$ cat config.mk
export PLATFORM = sky130hd
export DESIGN_NAME = hnf_txreq_link
export DESIGN_NICKNAME = d
export VERILOG_FILES = /design/src/rtl/hnf_txreq_link.sv
export SDC_FILE = /design/constraint.sdc
export NUM_CORES = 1
export LEC_CHECK = 0
export BUFFER_PORTS_ARGS = -buffer_cell sky130_fd_sc_hd__buf_2
export CAP_MARGIN = 40
export CORE_MARGIN = 3
export CORE_UTILIZATION = 53
export DETAILED_ROUTE_END_ITERATION = 16
export PLACE_DENSITY = 0.8
export SLEW_MARGIN = 0
export SYNTH_ARGS = -nofsm -noshare
export SYNTH_HDL_FRONTEND = slang
export SYNTH_SLANG_ARGS = --single-unit
$ cat constraint.sdc
create_clock -name clock -period 2.6 [get_ports clock]
set_input_delay 0.39 -clock clock [delete_from_list [all_inputs] [get_ports clock]]
set_output_delay 0.39 -clock clock [all_outputs]
set_load 0.01 [all_outputs]
$ cat src/rtl/hnf_txreq_link.sv
// hnf_txreq_link: CHI TX REQ link layer with L-credit accounting, skid FIFO and link FSM.
// Optional feature: define HNF_TXREQ_PEND_EN for an exact registered TXREQFLITPEND.
// Flit layout used here: Opcode in bits [6:0], TxnID in bits [18:7], rest opaque.
// The output flit is a pure function of flops (FIFO head, state, credit count), so
// TXREQFLITV in the next cycle is known from next-state values and PEND can be exact.
module hnf_txreq_link #(
    parameter int BUF_DEPTH = 2,
    parameter int MAX_CRD   = 15,
    parameter int FLIT_W    = 32
) (
    input  logic              clock,
    input  logic              reset,
    input  logic              link_en,
    input  logic [FLIT_W-1:0] txreq_in,
    input  logic              txreq_in_valid,
    output logic              txreq_in_ready,
    output logic [FLIT_W-1:0] TXREQFLIT,
    output logic              TXREQFLITV,
    output logic              TXREQFLITPEND,
    input  logic              TXREQLCRDV,
    output logic              TXLINKACTIVEREQ,
    input  logic              TXLINKACTIVEACK,
    output logic [3:0]        crd_cnt,
    output logic [1:0]        link_state,
    output logic              crd_overflow
);
    typedef enum logic [1:0] {STOP = 2'd0, ACTIVATE = 2'd1, RUN = 2'd2, DEACTIVATE = 2'd3} state_t;
    localparam int AW = $clog2(BUF_DEPTH);

    state_t            state_q, state_d;
    logic [AW:0]       wr_q, wr_d, rd_q, rd_d;
    logic [FLIT_W-1:0] mem_q [BUF_DEPTH];
    logic [FLIT_W-1:0] mem_d [BUF_DEPTH];
    logic [3:0]        crd_q, crd_d;
    logic              ovf_q, ovf_d;
    logic              empty, full, push, pop, grant, saturate;

    assign empty           = wr_q == rd_q;
    assign full            = (wr_q[AW] != rd_q[AW]) && (wr_q[AW-1:0] == rd_q[AW-1:0]);
    assign txreq_in_ready  = state_q == RUN && link_en && !full;
    assign push            = txreq_in_valid && txreq_in_ready;
    assign TXREQFLITV      = crd_q != 4'd0 && ((state_q == RUN && !empty) || state_q == DEACTIVATE);
    assign pop             = TXREQFLITV && state_q == RUN;
    assign TXREQFLIT       = pop ? mem_q[rd_q[AW-1:0]] : '0;
    assign grant           = TXREQLCRDV && state_q != STOP;
    assign saturate        = grant && !TXREQFLITV && crd_q == 4'(MAX_CRD);
    assign TXLINKACTIVEREQ = state_q == ACTIVATE || state_q == RUN;
    assign crd_cnt         = crd_q;
    assign link_state      = state_q;
    assign crd_overflow    = ovf_q;

    // Link FSM next state; leave DEACTIVATE only once no credit is held or arriving.
    always_comb begin
        state_d = state_q;
        case (state_q)
            STOP:       state_d = link_en ? ACTIVATE : STOP;
            ACTIVATE:   state_d = TXLINKACTIVEACK ? RUN : ACTIVATE;
            RUN:        state_d = (!link_en && empty) ? DEACTIVATE : RUN;
            DEACTIVATE: state_d = (!TXLINKACTIVEACK && crd_q == 4'd0 && !grant) ? STOP : DEACTIVATE;
            default:    state_d = STOP;
        endcase
    end

    // FIFO write/pointer update and credit bookkeeping.
    always_comb begin
        mem_d = mem_q;
        if (push) mem_d[wr_q[AW-1:0]] = txreq_in;
        wr_d  = wr_q + (AW+1)'(push);
        rd_d  = rd_q + (AW+1)'(pop);
        crd_d = saturate ? crd_q : crd_q + 4'(grant) - 4'(TXREQFLITV);
        ovf_d = ovf_q || saturate;
    end

    // Control state with asynchronous active-low reset.
    always_ff @(posedge clock or negedge reset) begin
        if (!reset) begin
            state_q <= STOP;
            wr_q    <= '0;
            rd_q    <= '0;
            crd_q   <= '0;
            ovf_q   <= 1'b0;
        end else begin
            state_q <= state_d;
            wr_q    <= wr_d;
            rd_q    <= rd_d;
            crd_q   <= crd_d;
            ovf_q   <= ovf_d;
        end
    end

    // FIFO storage needs no reset; the pointers define validity.
    always_ff @(posedge clock) begin
        mem_q <= mem_d;
    end

`ifdef HNF_TXREQ_PEND_EN
    logic pend_q, pend_d;
    assign TXREQFLITPEND = pend_q;
    // Predict next-cycle TXREQFLITV from next-state values.
    always_comb begin
        pend_d = crd_d != 4'd0 && ((state_d == RUN && wr_d != rd_d) || state_d == DEACTIVATE);
    end
    // Registered pending indication.
    always_ff @(posedge clock or negedge reset) begin
        if (!reset) pend_q <= 1'b0;
        else        pend_q <= pend_d;
    end
`else
    assign TXREQFLITPEND = reset;
`endif
endmodule
==> key figures, run 1 <==
Run status
  • Status: complete, no violations

Timing
  • Unrepaired setup endpoints after global routing: false
  • Fin crit share: 0.931
  • Fin crit period: between 2 and 2.5 ns
  • Max Clock Freq: approximately 0.41 GHz
  • Clock Skews: 0.00681 ns
  • Fin. max-slew vios: 0
  • Fin. Hold Viols: 0
  • Endpoints failing setup: 0
  • Slew headroom: 0.734
  • Least-Margin Pin Slew: ~0.4 ns
  • Final setup TNS: 0 ns

Clocking
  • Clock root cell: clkbuf_8
  • Htree depth: 3
  • Max Buffers Root-to-Sink: 2
  • Clock Latency Late Sink: about 0.32 ns
  • CTS clock-pin slew for the worst setup and hold paths: around 0.07 ns
  • CTS tree: built
  • CTS sink cnt: 75
  • CTS buffer count: 9

Cells and area
  • Util after Layout: 0.693
  • ANT cells: 0
  • Commonest non-fill, non-tap cell in the layout: buf_2
  • Most frequent cells in the layout: buf_2, edfxtp_1, nor2_1
  • Layout area overhead: 22.7%
  • Nets@finish: 354
  • Layout cells sized above 1: 0.356

Setup path
  • CP Data Required Time: around 2.8 ns
  • Crit-path max FO: 3
  • Worst EP arrival: ~2.6 ns
  • Reg-to-reg startpoint: crd_cnt[2]
  • Setup CP Type: register to register
  • Worst Setup SP: crd_cnt[2]
  • Setup crit end kind: register
  • Critical path launch point type: register

Power and ir drop
  • Pwr Density: roughly 1000 mW/mm²
  • Combinational cell fraction of total power: 0.373
  • Flop pwr share: 0.394
  • Internal power: about 2.6 mW
  • Clk network pwr share: 0.233
  • Max IR drop VDD: roughly 600 µV
  • Leakage power: 1.73 nW
  • Net Switching: between 1 and 1.5 mW
  • Sw Share: 0.327

Global routing
  • Gr ovfl total: 0
  • Met2 GRT Util: 0.289
  • First-pass GRT wire length: between 9 and 10 mm
  • Vias in the first global route: ~2000
  • Initial antenna violation count: 0
  • GRT busiest layer: met2
  • GR Util met3: 0.0395
  • GR met1 Demand/Resource: 0.201
  • Overall Global Routing Usage: 0.167
  • Largest net degree at the start of global routing: 35

Run
  • Max Cap Violations: 0

Floorplan
  • Die Wd: roughly 84 µm
  • Boundary Pins: between 80 and 90
  • Initial Utilization: 0.565
  • Total die area: approximately 0.007 mm²
  • # rows: 27
  • Core area: about 0.0057 mm²
  • Die Ht: between 80 and 90 µm

Synthesis
  • Gate count of the mapped netlist: 210
  • Top FF cell, synth: edfxtp_1
  • Yosys top cell by area: edfxtp_1
  • Number of synthesized register bits: 75
  • Largest cells by area after synthesis: edfxtp_1, mux2i_1, dfrtp_1, ha_1, nor2_1
  • Warnings, synthesis: 0
  • Distinct cells, synth: 32
  • Post-synth EDFFs: 64
  • Post-synthesis area per instance: 15.3 µm²
  • Post-Syn Area: between 0.003 and 0.004 mm²
  • Synth top area share: 0.599
  • Sequential area share after synthesis: 0.685
  • Syn Nets: between 200 and 300
  • Post-synth ARST share: 0.147

Routing
  • Drt initial violations: 56
  • Vias/cell: approximately 5.0
  • Post-DRT Antenna Nets: 0
  • Routed wire length per instance: about 14 µm
  • Residual DRC: 0
  • Drt first pass iters: 4
  • Routed vias: ~1900
  • WL final: 5.42 mm

Placement
  • HPWL Detailed: 3.78 mm
  • IO Port Bufs: 80
  • Gp weighted congestion: between 0.7 and 0.8

Min path
  • Hold path startpoint: txreq_in[5]
  • Worst hold path class: primary input to register
## kinds of logic after synthesis
group | Yosys count | share of synthesized area
adders and majority gates | 14 | 0.0569
muxes | 32 | 0.0998
xor gates and xnor gates | 7 | 0.0191
AOI/OAI and AO/OA | 16 | 0.0410
and+or+nand+nor | 44 | 0.0608
DFF | 75 | 0.685
buffers and inverters | 22 | 0.0374
## critical path, cell delays in order, from the launching register on
cell and delay (ns):
dfrtp_1 0.40, inv_1 0.10, ha_1 0.14, or3b_1 0.36, o21ai_0 0.11, ha_1 0.26
inv_1 0.06, ha_1 0.15, inv_1 0.05, fa_1 0.37, xnor2_1 0.13, nand2_1 0.07
o21ai_0 0.10
## routing by layer
metal,part of all wire,wire length [µm]
met5,0,0
met4,0.0087,47
met3,0.051,275
met2,0.52,2840
met1,0.42,2250
## power groups by stage
stage	Sequential, mW	Clock [mW]	Combinational (mW)
2_1_floorplan	1.58	0	1.04
3_3_place_gp	1.57	0	1.43
3_5_place_dp	1.58	0	1.47
4_1_cts	1.55	0.936	1.48
5_1_grt	1.57	1.01	1.64
6_report	1.55	0.915	1.46
## synth_stat cells, types with 2 or more instances
library cell,count
a211oi_1,2
buf_2,3
buf_6,4
dfrtp_1,11
edfxtp_1,64
ha_1,13
inv_1,13
mux2i_1,32
nand2_1,2
nand2b_1,2
nand4_1,2
nor2_1,33
o211ai_1,2
o21ai_0,4
xnor2_1,3
xor2_1,4
## per-stage QoR
stage | hold slack, ns | setup slack (ns) | cell area (µm²) | cells | power (mW)
2_1_floorplan | 0.0944 | 0.205 | 3210 | 210 | 2.62
3_3_place_gp | 0.274 | 0.253 | 3710 | 362 | 3.00
3_5_place_dp | 0.276 | 0.146 | 3710 | 362 | 3.04
4_1_cts | 0.232 | 0.0459 | 3930 | 378 | 3.97
5_1_grt | 0.217 | 0.0369 | 3940 | 378 | 4.22
6_report | 0.246 | 0.178 | 3940 | 378 | 3.93
## flip-flops by register name (all words and copies together) (netlist names)
name          count
crd_cnt           4
crd_overflow      1
link_state        2
mem_q            64
rd_q              2
wr_q              2
## final cells by class
cell class | instances | area [µm²]
sequential | 75 | 2200
fill | 426 | 1740
multi-input combinational | 113 | 902
timing repair buffer | 89 | 487
clock buffer | 10 | 128
tap | 72 | 90.1
clock inverter | 5 | 77.6
inverter | 14 | 52.6
## final timing paths
path	end	slack (ns)	depth (start not counted)
worst max-delay path	crd_cnt[2]	0.18	12
worst max register to register	crd_cnt[2]	0.18	12
worst min-delay path	mem_q[5]	0.25	1
min in group asynchronous	crd_cnt[2]	0.47	2
worst min register to register	crd_overflow	0.47	1
max in group asynchronous	rd_q[0]	1.91	2
## repair_timing
item,in CTS,in global routing
endpoints found under the hold margin,11,0
endpoints found under the setup margin,0,33
buffers inserted,0,0
gates resized for setup,0,3
hold buffers,1,0
Power figures use the tool's default switching activity.
==> run 2: changes to the inputs <==
--- a/config.mk
+++ b/config.mk
@@ -8,9 +8,9 @@
 export BUFFER_PORTS_ARGS = -buffer_cell sky130_fd_sc_hd__buf_2
 export CAP_MARGIN = 40
 export CORE_MARGIN = 3
-export CORE_UTILIZATION = 53
+export CORE_UTILIZATION = 25
 export DETAILED_ROUTE_END_ITERATION = 16
-export PLACE_DENSITY = 0.8
+export SETUP_SLACK_MARGIN = 0.5
 export SLEW_MARGIN = 0
 export SYNTH_ARGS = -nofsm -noshare
 export SYNTH_HDL_FRONTEND = slang
==> run 2 against run 1 <==
Net effect:
- non-clock buffer count up 13
- first-iteration DRC count rose by 1.8%
- setup slack improved by 0.078 ns
- critical path type is now register to output port
- largest power group is now combinational logic
==> key figures, run 2 (synthesized netlist as in run 1, its figures left out) <==
Routing
  • Residual DRC: 0 (unchanged)
  • Met1 WL: 3.23 mm (+43%)
  • Drt first pass iters: 4 (unchanged)
  • WL final: 7.14 mm (+32%)
  • Post-DRT Antenna Nets: 0 (unchanged)
  • Highest metal used: met4
  • Vias/cell: 4.11 (-18%)
  • Met2 WL: 3.41 mm (+20%)
  • Routed wire length per instance: 14.7 µm (+2.3%)
  • Met3 wire len: 382 µm (+39%)
  • Routed vias: 2001 (+6.0%)
  • Drt initial violations: 57 (+1.8%)

Global routing
  • Largest net degree at the start of global routing: 18 (-49%)
  • Initial antenna violation count: 0 (unchanged)
  • Gr ovfl total: 0 (unchanged)
  • Overall Global Routing Usage: 0.105 (-0.0619)
  • Vias in the first global route: 2145 (+6.7%)
  • First-pass GRT wire length: 11.5 mm (+25%)

Min path
  • Hold path depth: 1 (unchanged)
  • Hold path startpoint: txreq_in[21]
  • Worst hold path class: primary input to register
  • Worst Hold Endpoint: mem_q[53]

Setup path
  • Worst path max stage delay: 0.41 ns (about the same)
  • Reg-to-reg startpoint: crd_cnt[2]
  • R2r setup slk: 0.32 ns (+0.14 ns)
  • Critical path launch point type: register
  • Setup CP Type: register to output port
  • Worst R2R Path Depth: 12 (unchanged)
  • Crit Reg-Reg Endpoint: crd_cnt[2]
  • Setup crit end kind: output port
  • Worst path cell trace: inv_2, ha_4, or3b_4, o311ai_4, buf_12, buf_8, nor2_1, buf_2
  • Crit-path max FO: 5 (+2)
  • Crit-path slowest cell: or3b_4
  • Worst EP arrival: 1.95 ns (-0.67 ns)
  • CP Data Required Time: 2.21 ns (-0.58 ns)

Placement
  • HPWL Detailed: 4.31 mm (+14%)
  • Gp weighted congestion: 0.737 (-3.5%)
  • IO Port Bufs: 80 (unchanged)

Clocking
  • CTS tree: built
  • CTS sink cnt: 75 (unchanged)
  • Htree depth: 3 (unchanged)
  • CTS clock-pin slew for the worst setup and hold paths: 0.06 ns (about the same)
  • Clock root cell: clkbuf_16
  • CTS buffer count: 9 (unchanged)
  • Clock Latency Late Sink: 0.33 ns (about the same)
  • Max Buffers Root-to-Sink: 2 (unchanged)

Timing
  • Unrepaired setup endpoints after global routing: true
  • Least-Margin Pin Slew: 0.352 ns (-0.0472 ns)
  • Fin crit period: 2.34 ns (-0.0778 ns)
  • Slew headroom: 0.764 (+0.0307)
  • Final setup TNS: 0 ns (unchanged)
  • Fin. Hold Viols: 0 (unchanged)
  • Max Clock Freq: 0.427 GHz (+3.3%)
  • Final hold slack: 0.246 ns (+0.000556 ns)
  • Clock Skews: 0.00605 ns (-0.000762 ns)
  • Endpoints failing setup: 0 (unchanged)
  • Fin crit share: 0.901 (-0.0299)
  • Fin. max-slew vios: 0 (unchanged)

Power and ir drop
  • Leakage power: 1.91 nW (+10%)
  • Sw Share: 0.323 (-0.00427)
  • Flop pwr share: 0.320 (-0.074)
  • Max IR drop VDD: 536 µV (-13%)
  • Pwr Density: 1070 mW/mm² (+7.1%)
  • Net Switching: 1.59 mW (+23%)
  • Combinational cell fraction of total power: 0.394 (+0.021)
  • Internal power: 3.33 mW (+26%)
  • Clk network pwr share: 0.286 (+0.053)

Cells and area
  • ANT cells: 0 (unchanged)
  • Max reg flops: 64 (unchanged)
  • Fill count: 1154 (+170%)
  • Largest Register: mem_q
  • Commonest non-fill, non-tap cell in the layout: buf_2
  • Most frequent cells in the layout: buf_2, edfxtp_1, mux2i_1
  • Nets@finish: 367 (+3.7%)
  • Layout area overhead: 43.3%
  • Layout cells sized above 1: 0.498 (+0.142)

Run
  • Max Cap Violations: 0 (unchanged)

Floorplan
  • Die Wd: 119 µm (+42%)
  • Core area: 0.0123 mm² (+120%)
  • # rows: 40 (+48%)
  • Total die area: 0.0142 mm² (+100%)
  • Die Ht: 119 µm (+42%)
  • Initial Utilization: 0.262 (-0.304)
  • Boundary Pins: 81 (unchanged)

Run status
  • Status: complete, no violations
-- run 2: how the worst max path moves through the flow --
stage,start,to,slack (ns)
4_1_cts,crd_cnt[2],TXREQFLIT[27],0.26
6_report,crd_cnt[2],TXREQFLIT[3],0.26
3_5_place_dp,link_state[0],crd_cnt[2],0.20
2_1_floorplan,crd_cnt[2],crd_cnt[2],0.33
5_1_grt,crd_cnt[2],TXREQFLIT[3],0.18
3_3_place_gp,link_state[0],crd_cnt[2],0.29
-- run 2: metal layers --
layer | GRT usage | vias to the layer above
met3 | 0.0361 | 11
met4 | 0.0326 | 0
met1 | 0.130 | 954
met5 | 0 | -
li1 | - | 976
met2 | 0.173 | 60
-- run 2: layout make-up --
cell class	count	area, µm²	area share
Multi-Input combinational cell	113	1050	0.229
Sequential cell	75	2200	0.478
Clock buffer	9	225	0.0490
Clock inverter	6	114	0.0248
Tap cell	168	210	0.0457
Timing Repair Buffer	102	744	0.162
Inverter	14	52.6	0.0114
-- run 2: repair_timing --
action | 4_1_cts | 5_1_grt
hold buffers | 1 | 0
setup endpoints to repair | 100 | 36
setup buffers | 13 | 1
gates cloned | 3 | 0
pin swaps | 24 | 0
endpoints found under the hold margin | 11 | 0
gates resized for setup | 39 | 20
-- run 2: worst max-delay path: cells and delay by family (launching register included) --
family / cells / cell delay (ns)
AO/OA/AOI/OAI: 1 / 0.09
adder cells (fa/ha/maj): 1 / 0.12
AND/OR/NAND/NOR: 2 / 0.47
flip-flops: 1 / 0.40
buffers and inverters: 4 / 0.55
-- run 2: stage by stage --
step / area, µm² / worst slack, ns / total power, mW / utilization / cells
after floorplan: 3250 / 0.329 / 2.66 / - / 210
after detailed placement: 3820 / 0.199 / 3.10 / 0.312 / 454
after CTS: 4530 / 0.258 / 4.90 / 0.369 / 486
after global routing: 4600 / 0.177 / 5.21 / 0.375 / 487
after global placement: 3820 / 0.288 / 3.07 / 0.312 / 454
final: 4600 / 0.256 / 4.92 / 0.375 / 487
-- run 2: power by group through the flow --
stage	Clock [mW]	Combinational (mW)	Sequential [mW]
2_1_floorplan	0	1.07	1.59
3_3_place_gp	0	1.49	1.58
3_5_place_dp	0	1.51	1.59
4_1_cts	1.45	1.88	1.57
5_1_grt	1.49	2.12	1.59
6_report	1.40	1.94	1.57
==> run 3: changes to the inputs <==
--- a/config.mk
+++ b/config.mk
@@ -5,11 +5,12 @@
 export SDC_FILE = /design/constraint.sdc
 export NUM_CORES = 1
 export LEC_CHECK = 0
-export BUFFER_PORTS_ARGS = -buffer_cell sky130_fd_sc_hd__buf_2
+export BUFFER_PORTS_ARGS = -buffer_cell sky130_fd_sc_hd__buf_4
 export CAP_MARGIN = 40
 export CORE_MARGIN = 3
 export CORE_UTILIZATION = 25
 export DETAILED_ROUTE_END_ITERATION = 16
+export RECOVER_POWER = 50
 export SETUP_SLACK_MARGIN = 0.5
 export SLEW_MARGIN = 0
 export SYNTH_ARGS = -nofsm -noshare
==> run 3 against run 2 <==
Net effect:
- hold slack improved by 0.023 ns
- die area unchanged
- utilization rose by 2.9 points
- register-to-register slack got worse by 0.07 ns
- sequential cell count is the same
- count of clock-buffer cells in the layout rose by 1
- critical path depth did not move
- clock skew shrank 0.0012 ns
- critical endpoint is now TXREQFLIT[23]
==> key figures, run 3 (synthesized netlist as in run 1, its figures left out) <==
Global routing
  • Gr ovfl total: 0 (unchanged)
  • First-pass GRT wire length: 11.8 mm (+2.8%)
  • Initial antenna violation count: 0 (unchanged)
  • Largest net degree at the start of global routing: 18 (unchanged)
  • Vias in the first global route: 2255 (+5.1%)
  • Overall Global Routing Usage: 0.107 (+0.00202)

Clocking
  • CTS sink cnt: 75 (unchanged)
  • CTS buffer count: 9 (unchanged)
  • Clock Latency Late Sink: 0.32 ns (about the same)
  • Htree depth: 3 (unchanged)
  • Max Buffers Root-to-Sink: 2 (unchanged)
  • Clock root cell: clkbuf_16
  • CTS clock-pin slew for the worst setup and hold paths: 0.06 ns (about the same)
  • CTS tree: built

Min path
  • Worst hold path class: primary input to register
  • Hold path depth: 1 (unchanged)
  • Hold path startpoint: txreq_in[14]
  • Worst Hold Endpoint: mem_q[14]

Timing
  • Unrepaired setup endpoints after global routing: true
  • Least-Margin Pin Slew: 0.706 ns (+0.354 ns)
  • Fin. max-slew vios: 0 (unchanged)
  • Final WS setup: 0.173 ns (-0.0828 ns)
  • Final hold slack: 0.269 ns (+0.0225 ns)
  • Fin crit share: 0.933 (+0.0318)
  • Endpoints failing setup: 0 (unchanged)
  • Slew headroom: 0.529 (-0.235)
  • Fin. Hold Viols: 0 (unchanged)
  • Max Clock Freq: 0.412 GHz (-3.4%)
  • Final setup TNS: 0 ns (unchanged)
  • Fin crit period: 2.43 ns (+0.0828 ns)
  • Clock Skews: 0.00480 ns (-0.00125 ns)

Setup path
  • Reg-to-reg startpoint: crd_cnt[3]
  • Worst R2R Path Depth: 12 (unchanged)
  • CP Buf/Inv Count: 4 (unchanged)
  • Critical path launch point type: register
  • R2r setup slk: 0.25 ns (-0.07 ns)
  • CP delay by family, top: buffers and inverters
  • Setup crit end kind: output port
  • Crit-path max FO: 8 (+3)
  • Setup CP Type: register to output port
  • Worst EP arrival: 2.04 ns (+0.09 ns)
  • Crit Reg-Reg Endpoint: crd_cnt[2]
  • Crit-path slowest cell: or3b_1
  • Worst Setup SP: crd_cnt[3]
  • Worst path cell trace: inv_1, ha_4, or3b_1, o311ai_4, buf_12, buf_16, nor2_4, buf_6
  • CP Data Required Time: 2.21 ns (about the same)
  • Worst path max stage delay: 0.43 ns (+0.02 ns)

Floorplan
  • Initial Utilization: 0.262 (unchanged)
  • Die Ht: 119 µm (unchanged)
  • Boundary Pins: 81 (unchanged)
  • # rows: 40 (unchanged)
  • Total die area: 0.0142 mm² (unchanged)
  • Core area: 0.0123 mm² (unchanged)
  • Die Wd: 119 µm (unchanged)

Cells and area
  • Fill count: 1156 (+0.17%)
  • Area of the multi-input gates: 0.00118 mm² (+12%)
  • Sequential cell area: 0.00220 mm² (unchanged)
  • Layout cells sized above 1: 0.466 (-0.0324)
  • Commonest non-fill, non-tap cell in the layout: edfxtp_1
  • Nets@finish: 372 (+1.4%)
  • Util after Layout: 0.404 (+0.0289)
  • Largest Register: mem_q
  • Layout area overhead: 54.3%
  • ANT cells: 0 (unchanged)
  • Most frequent cells in the layout: edfxtp_1, mux2i_1, nor2_4, buf_6, clkbuf_4
  • Max reg flops: 64 (unchanged)

Placement
  • Worst slack, placed: 0.234 ns (+0.0355 ns)
  • Gp weighted congestion: 0.737 (about the same)
  • IO Port Bufs: 80 (unchanged)
  • HPWL Detailed: 4.23 mm (-1.8%)

Run
  • Max Cap Violations: 0 (unchanged)

Routing
  • Vias/cell: 4.16 (+1.3%)
  • WL final: 7.18 mm (+0.48%)
  • Drt first pass iters: 4 (unchanged)
  • Residual DRC: 0 (unchanged)
  • Post-DRT Antenna Nets: 0 (unchanged)
  • Drt initial violations: 94 (+65%)
  • Routed wire length per instance: 14.6 µm (-0.55%)
  • Routed vias: 2047 (+2.3%)

Power and ir drop
  • Pwr Density: 1030 mW/mm² (-3.3%)
  • Max IR drop VDD: 421 µV (-21%)
  • Leakage power: 1.93 nW (+1.1%)

Run status
  • Status: complete, no violations
## run 3: changes by cell type in the layout (fill, tap and decap cells not counted), sizes merged
| cell | previous run | this run |
|---|---|---|
| clkinv | 0 | 3 |
| buf | 101 | 64 |
| inv | 15 | 14 |
| bufinv | 3 | 2 |
| clkbuf | 9 | 52 |
| clkinvlp | 2 | 0 |
## run 3: worst reg2reg max path, cell delays in order (launching register included)
cell and delay, ns:
dfrtp_1 0.37, inv_1 0.12, ha_4 0.14, or3b_1 0.43, o21ai_2 0.09, ha_1 0.23
inv_1 0.06, ha_2 0.17, inv_2 0.04, fa_2 0.33, xnor2_1 0.13, nand2_1 0.06
o21ai_1 0.07
## run 3: what timing repair did
action / 4_1_cts / 5_1_grt
hold buffers: 1 / 0
hold endpoints to repair: 11 / 0
pin swaps: 25 / 16
setup buffers: 16 / 3
endpoints found under the setup margin: 100 / 58
cloned: 3 / 0
gates resized for setup: 79 / 50
## run 3: layer usage
layer	vias up	routed length (µm)	GRT usage
li1	986	-	-
met1	1001	3190	0.132
met2	53	3520	0.177
met3	7	412	0.0375
met4	0	56	0.0340
met5	-	0	0
## run 3: cell type report
class | instances | share of cell area
Sequential cell | 75 | 0.444
Inverter | 14 | 0.0106
Clock buffer | 10 | 0.0462
Timing Repair Buffer | 107 | 0.202
Multi-Input combinational cell | 113 | 0.239
Clock inverter | 5 | 0.0159
Tap cell | 168 | 0.0425
## run 3: stage by stage
step                      instances  area, µm²  total power, mW
after floorplan                 210       3250             2.66
after global placement          454       4020             3.20
after detailed placement        454       4020             3.21
after CTS                       489       4850             5.06
after global routing            492       4950             5.48
final                           492       4950             5.12
## run 3: worst max path at each step
| stage | end | slack [ns] | cells past startpoint |
|---|---|---|---|
| floorplan | crd_cnt[2] | 0.33 | 12 |
| global placement | crd_cnt[2] | 0.28 | 13 |
| detailed placement | crd_cnt[2] | 0.23 | 13 |
| CTS | TXREQFLIT[23] | 0.26 | 8 |
| global route | crd_cnt[2] | 0.10 | 12 |
| finish | TXREQFLIT[23] | 0.17 | 8 |
## run 3: power breakdown
part / total, mW / switching [mW] / internal (mW)
combinational: 2.27 / 1.14 / 1.14
sequential: 1.56 / 0.113 / 1.45
clock: 1.28 / 0.449 / 0.833
total: 5.12 / 1.70 / 3.42
